--- src/rtl/ctr_pkg.sv ---
// Shared definitions for the mod-N counter run controller: default counter
// width and the controller state encoding.
package ctr_pkg;

    localparam int unsigned CTR_WIDTH = 4;

    typedef enum logic [1:0] {
        ST_IDLE   = 2'b00,
        ST_RUN    = 2'b01,
        ST_PAUSED = 2'b10,
        ST_DONE   = 2'b11
    } ctr_state_e;

endpackage

--- src/rtl/ctr_mod_n.sv ---
// Wrap-at-mod up-counter: counts 0..mod while enabled, synchronous clear,
// tc flags that the current value is the terminal value.
module ctr_mod_n
    import ctr_pkg::*;
#(
    parameter int unsigned WIDTH = CTR_WIDTH
) (
    input  logic             clk,
    input  logic             rst,
    input  logic             clr,
    input  logic             en,
    input  logic [WIDTH-1:0] mod,
    output logic [WIDTH-1:0] count,
    output logic             tc
);

    logic [WIDTH-1:0] count_q;
    logic [WIDTH-1:0] count_d;

    // Next count: clear wins over enable; wrap to zero after the terminal value.
    always_comb begin
        count_d = count_q;
        if (clr) begin
            count_d = '0;
        end else if (en) begin
            if (count_q == mod) begin
                count_d = '0;
            end else begin
                count_d = count_q + WIDTH'(1);
            end
        end
    end

    // Count register with synchronous reset.
    always_ff @(posedge clk) begin
        if (rst) begin
            count_q <= '0;
        end else begin
            count_q <= count_d;
        end
    end

    assign count = count_q;
    assign tc    = (count_q == mod);

endmodule

--- src/rtl/ctr_seq_ctrl.sv ---
// Run controller for a mod-N up-counter: latches modulus and repeat count at
// start, sequences the counter through the requested wraps, handles pause and
// abort, and pulses done when the run completes.
//
//  state     | meaning
//  ----------+-------------------------------------------------------------
//  ST_IDLE   | waiting for start; counter held at 0
//  ST_RUN    | counter advancing; wraps counted toward reps_q
//  ST_PAUSED | counter and wrap count frozen until pause drops
//  ST_DONE   | one-cycle completion pulse, then back to idle
module ctr_seq_ctrl
    import ctr_pkg::*;
#(
    parameter int unsigned WIDTH = CTR_WIDTH
) (
    input  logic             clk,
    input  logic             rst,
    input  logic             start,
    input  logic             abort,
    input  logic             pause,
    input  logic [WIDTH-1:0] cfg_mod,
    input  logic [WIDTH-1:0] cfg_reps,
    output logic [WIDTH-1:0] count,
    output logic             tc,
    output logic [WIDTH-1:0] wrap_cnt,
    output logic             busy,
    output logic             done
);

    ctr_state_e       state_q;
    logic [WIDTH-1:0] mod_q;
    logic [WIDTH-1:0] reps_q;
    logic [WIDTH-1:0] wrap_q;
    logic             busy_q;
    logic             done_q;

    logic             adv;
    logic             cnt_clr;
    logic             cnt_tc;
    logic [WIDTH-1:0] wrap_inc;
    logic             last_wrap;

    // Counter control and wrap bookkeeping derived from the current state.
    always_comb begin
        adv       = (state_q == ST_RUN) && !pause && !abort;
        cnt_clr   = abort || (state_q == ST_IDLE) || (state_q == ST_DONE);
        wrap_inc  = wrap_q + WIDTH'(1);
        last_wrap = (reps_q != '0) && (wrap_inc == reps_q);
    end

    ctr_mod_n #(
        .WIDTH (WIDTH)
    ) u_cnt (
        .clk   (clk),
        .rst   (rst),
        .clr   (cnt_clr),
        .en    (adv),
        .mod   (mod_q),
        .count (count),
        .tc    (cnt_tc)
    );

    // Run sequencer: state, shadow config, wrap count and registered status.
    always_ff @(posedge clk) begin
        if (rst) begin
            state_q <= ST_IDLE;
            mod_q   <= '0;
            reps_q  <= '0;
            wrap_q  <= '0;
            busy_q  <= 1'b0;
            done_q  <= 1'b0;
        end else begin
            done_q <= 1'b0;
            if (abort) begin
                // wrap_q is left alone so software can see how far the run got
                state_q <= ST_IDLE;
                busy_q  <= 1'b0;
            end else begin
                case (state_q)
                    ST_IDLE: begin
                        if (start) begin
                            mod_q   <= cfg_mod;
                            reps_q  <= cfg_reps;
                            wrap_q  <= '0;
                            state_q <= ST_RUN;
                            busy_q  <= 1'b1;
                        end
                    end
                    ST_RUN: begin
                        if (pause) begin
                            state_q <= ST_PAUSED;
                        end else if (cnt_tc) begin
                            wrap_q <= wrap_inc;
                            if (last_wrap) begin
                                state_q <= ST_DONE;
                                done_q  <= 1'b1;
                            end
                        end
                    end
                    ST_PAUSED: begin
                        if (!pause) begin
                            state_q <= ST_RUN;
                        end
                    end
                    ST_DONE: begin
                        state_q <= ST_IDLE;
                        busy_q  <= 1'b0;
                    end
                    default: begin
                        state_q <= ST_IDLE;
                        busy_q  <= 1'b0;
                    end
                endcase
            end
        end
    end

    assign tc       = adv && cnt_tc;
    assign wrap_cnt = wrap_q;
    assign busy     = busy_q;
    assign done     = done_q;

endmodule

--- config.mk ---
export PLATFORM = sky130hd
export DESIGN_NAME = ctr_seq_ctrl
export DESIGN_NICKNAME = d
export VERILOG_FILES = /design/src/rtl/ctr_pkg.sv /design/src/rtl/ctr_mod_n.sv /design/src/rtl/ctr_seq_ctrl.sv
export SDC_FILE = /design/constraint.sdc
export NUM_CORES = 1
export LEC_CHECK = 0
export ABC_AREA = 0
export ABC_CLOCK_PERIOD_IN_PS = 4200
export BUFFER_PORTS_ARGS = -buffer_cell sky130_fd_sc_hd__buf_2
export CAP_MARGIN = 10
export CORE_ASPECT_RATIO = 0.6
export CORE_MARGIN = 2
export CORE_UTILIZATION = 45
export DETAILED_ROUTE_END_ITERATION = 8
export PLACE_DENSITY = 0.65
export SYNTH_ARGS = -nofsm -noshare
export SYNTH_HDL_FRONTEND = slang
export SYNTH_HIERARCHICAL = 1
export SYNTH_SLANG_ARGS = --single-unit
--- constraint.sdc ---
create_clock -name clk -period 4.2 [get_ports clk]
set_clock_uncertainty 0.05 [all_clocks]
set_input_delay 0.84 -clock clk [delete_from_list [all_inputs] [get_ports clk]]
set_output_delay 0.84 -clock clk [all_outputs]
set_load 0.02 [all_outputs]
==> Implementation_results.wiki <==
{| class="wikitable"
! Metric !! Value
|-
| Met2 global-route usage || 0.244
|-
| Total power draw || 0.437 mW
|-
| Count of final setup violators || 0
|-
| Minimum clock period after layout || 2820 ps
|-
| Synthesized-area fraction occupied by xor and xnor cells || 0.101
|-
| Peak-usage layer in the global routing report || met2
|-
| Met3 Use GR || 0.0535
|-
| Layout fillers || 243
|-
| Seq/Total Area, Yosys || 0.343
|-
| Number of buffers inserted for hold repair after clock tree synthesis || 0
|-
| CTS clk-pin slew, worst paths || 70 ps
|-
| CTS tree || built
|-
| DR pass1 iterations || 3
|-
| Antenna-violating nets left || 0
|-
| Type of the worst setup path || flop to output pin
|-
| IO Pins || 24
|-
| Vertical die dimension || 43.5 microns
|-
| Number of hold violations in the final report || 0
|-
| Cell Chain, Critical Path || xor2_2 > nor4_2 > nand3b_4 > nor3_4 > buf_2
|-
| Clock latency on the worst-skew pair || 260 ps
|-
| Synth cell types || 44
|-
| Root Buffer || sky130_fd_sc_hd__clkbuf_8
|-
| Number of vias after detailed routing || 942
|-
| Worst rel slew slack || 0.463
|-
| Multiplexer share of the synthesized area || 0
|-
| Number of enable-type register cells in the synthesized netlist || 0
|-
| Core Util, Final || 0.540
|-
| Share of flip-flops with an asynchronous set or reset || 0
|-
| First-pass GRT wire length || 3.95 mm
|-
| Area fraction in compound gates after synthesis || 0.182
|-
| Core footprint || 2490 sq um
|-
| Critical Path Source Type || flop
|-
| Final critical-path share of the clock period || 0.671
|-
| Final Routed Wirelength || 2.48 mm
|-
| Min setup slack post-route || 1380 ps
|-
| Nets@finish || 160
|-
| Combinational family with the most area after synthesis || simple AND/OR/NAND/NOR gates
|-
| Die span in x || 69.8 microns
|-
| Effective utilization at floorplan || 0.469
|-
| Pleak || 0.565 nW
|-
| Largest net degree at the start of global routing || 17
|-
| Fraction of layout instances using a drive strength above 1 || 0.326
|-
| Number of cells on the worst hold path || 2
|-
| Number of buffers created by CTS || 3
|-
| Worst setup EP type || output pin
|-
| Crit path DAT || 1930 ps
|-
| Buffers added on ports || 23
|-
| Total nets after synthesis || 136
|-
| WL/cell || 14.1 microns
|-
| # Max-Cap Violations || 0
|-
| Reg-to-Reg Start || state_q[0]$_SDFFE_PP0P_
|-
| Max-slew violation count || 0
|-
| Share of synthesized cell area in and, or, nand and nor gates || 0.309
|-
| Total congestion overflow || 0
|-
| Peak supply drop || 0.000187 V
|-
| Number of DRC violations after detailed routing || 0
|-
| Worst setup startpoint || u_cnt/count[1]$_SDFFE_PP0P_
|-
| Fmax || 355 MHz
|-
| Number of standard cells in the final layout excluding fillers || 176
|-
| Reg2reg setup slack || 2000 ps
|-
| HP Start || reps_q[2]$_SDFFE_PP0P_
|-
| Final estimated routing congestion in global placement || 0.745
|-
| Die area || 3030 sq um
|-
| Worst reg2reg path depth || 5
|-
| Clk sinks || 20
|-
| Power density cells || 326 nW/um^2
|-
| Post-detailed-route via-to-cell ratio || 5.35
|-
| Post-Syn Area || 1170 sq um
|-
| Setup repair after global routing missed its margin || no
|-
| Bufs on Longest Clock Path || 2
|-
| Number of antenna diodes || 0
|-
| Worst min-delay path category || flop to flop
|-
| Final-layout setup total negative slack || 0 ps
|-
| Flops & latches, synth || 20
|-
| Data required time at the worst endpoint || 3310 ps
|-
| Instance count after placement with tap cells included || 172
|-
| Total track usage || 0.170
|-
| Mapped Cells || 121
|-
| Result of the run || complete, no violations
|-
| Antenna violations before repair || 0
|-
| Mean post-synth cell area || 9.65 sq um
|-
| Slowest cell on the critical path || sky130_fd_sc_hd__nor4_2
|-
| Synth Flop Type || sky130_fd_sc_hd__dfxtp_1
|-
| Number of rows created at floorplan || 14
|-
| H-tree levels || 1
|-
| YS warnings || 6
|-
| Max Fanout on Critical Path || 5
|-
| Slew at the pin closest to its max-slew limit || 804 ps
|-
| Synth Area in Adders || 0.0214
|-
| Largest incremental delay on the critical path || 550 ps
|-
| Post_cts resized || 0
|-
| Total half-perimeter wirelength after legalization and detailed placement || 1.91 mm
|-
| DRC violation total after the first TritonRoute iteration || 42
|-
| Pre-CTS WS || 1650 ps
|-
| Number of global-route vias before repair || 835
|-
| Setup bufs post-CTS || 0
|-
| Layout overhead on the synthesized area || 15.0%
|-
| Met1 usage in global routing || 0.243
|}
## state kept, by name (all words and copies together) (netlist names)
name,cells
wrap_cnt,4
mod_q,4
busy,1
u_cnt/count,4
done,1
state_q,2
reps_q,4
## final timing paths
path | end
worst min register to register | reps_q[2]$_SDFFE_PP0P_
worst min-delay path | reps_q[2]$_SDFFE_PP0P_
worst max-delay path | tc
worst max register to register | u_cnt/count[3]$_SDFFE_PP0P_
## synthesized netlist by cell type, types with 2 or more instances
master                     instances  area, sq um
sky130_fd_sc_hd__nand2b_1          4         25.0
sky130_fd_sc_hd__nor2_1            4         15.0
sky130_fd_sc_hd__or2b_1            3         22.5
sky130_fd_sc_hd__nor4_2            2         25.0
sky130_fd_sc_hd__nand3_1           2         10.0
sky130_fd_sc_hd__and2b_1           2         15.0
sky130_fd_sc_hd__nand4_1           2         12.5
sky130_fd_sc_hd__xor2_2            4         65.1
sky130_fd_sc_hd__dfxtp_1          20          400
sky130_fd_sc_hd__ha_1              2         25.0
sky130_fd_sc_hd__nand2_1          19         71.3
sky130_fd_sc_hd__buf_6             2         22.5
sky130_fd_sc_hd__a211oi_1          2         15.0
sky130_fd_sc_hd__xor2_1            5         43.8
sky130_fd_sc_hd__nor3_1            2         10.0
sky130_fd_sc_hd__nor3_4            2         32.5
sky130_fd_sc_hd__o41ai_1           4         35.0
sky130_fd_sc_hd__a21oi_1          13         65.1
sky130_fd_sc_hd__nor2b_1           2         12.5
## where the power goes
group	switching, mW	internal, mW	leakage, nW
combinational	0.0271	0.0176	0.367
sequential	0.00616	0.194	0.162
clock	0.0647	0.127	0.0357
total	0.0980	0.339	0.565
## cells by family after synthesis
| kind of cell | count (synthesis) |
|---|---|
| simple gates | 56 |
| compound gates | 29 |
| flops | 20 |
| xor+xnor | 10 |
| buf+inv | 4 |
| fa+ha+maj | 2 |
## cells in the final DEF, fill, tap and decap left out, types with 3 or more instances in the layout
cell type | synthesis | layout
sky130_fd_sc_hd__clkbuf_8 | 0 | 3
sky130_fd_sc_hd__or2b_1 | 3 | 3
sky130_fd_sc_hd__nand2_1 | 19 | 19
sky130_fd_sc_hd__buf_2 | 0 | 23
sky130_fd_sc_hd__a21oi_1 | 13 | 13
sky130_fd_sc_hd__o41ai_1 | 4 | 4
sky130_fd_sc_hd__xor2_1 | 5 | 5
sky130_fd_sc_hd__dfxtp_1 | 20 | 20
sky130_fd_sc_hd__xor2_2 | 4 | 4
sky130_fd_sc_hd__nand2b_1 | 4 | 4
sky130_fd_sc_hd__nor2_1 | 4 | 4
## metrics by stage
step           hold WS (ps)  instance area [sq um]
5_1_grt                 466                   1340
6_report                445                   1340
3_3_place_gp            418                   1270
3_5_place_dp            434                   1270
2_1_floorplan           395                   1170
4_1_cts                 444                   1340
## layer usage
layer  vias up  routed length, microns
li1        478                       -
met1       441                    1300
met2        19                    1040
met3         4                     112
met4         0                      32
met5         -                       0
## worst max-delay path, delay by kind of cell (launching register included)
kind / cells / cell delay [ps]
and+or+nand+nor: 3 / 870
DFF: 1 / 360
xor gates and xnor gates: 1 / 230
buffers and inverters: 1 / 200
## layout make-up
class | count | area (sq um) | area share
Timing Repair Buffer | 23 | 115 | 0.0857
Clock buffer | 3 | 41.3 | 0.0308
Sequential cell | 20 | 400 | 0.298
Multi-Input combinational cell | 97 | 716 | 0.533
Clock inverter | 1 | 30.0 | 0.0224
Tap cell | 32 | 40.0 | 0.0298
(Power assumes the default switching activity.)
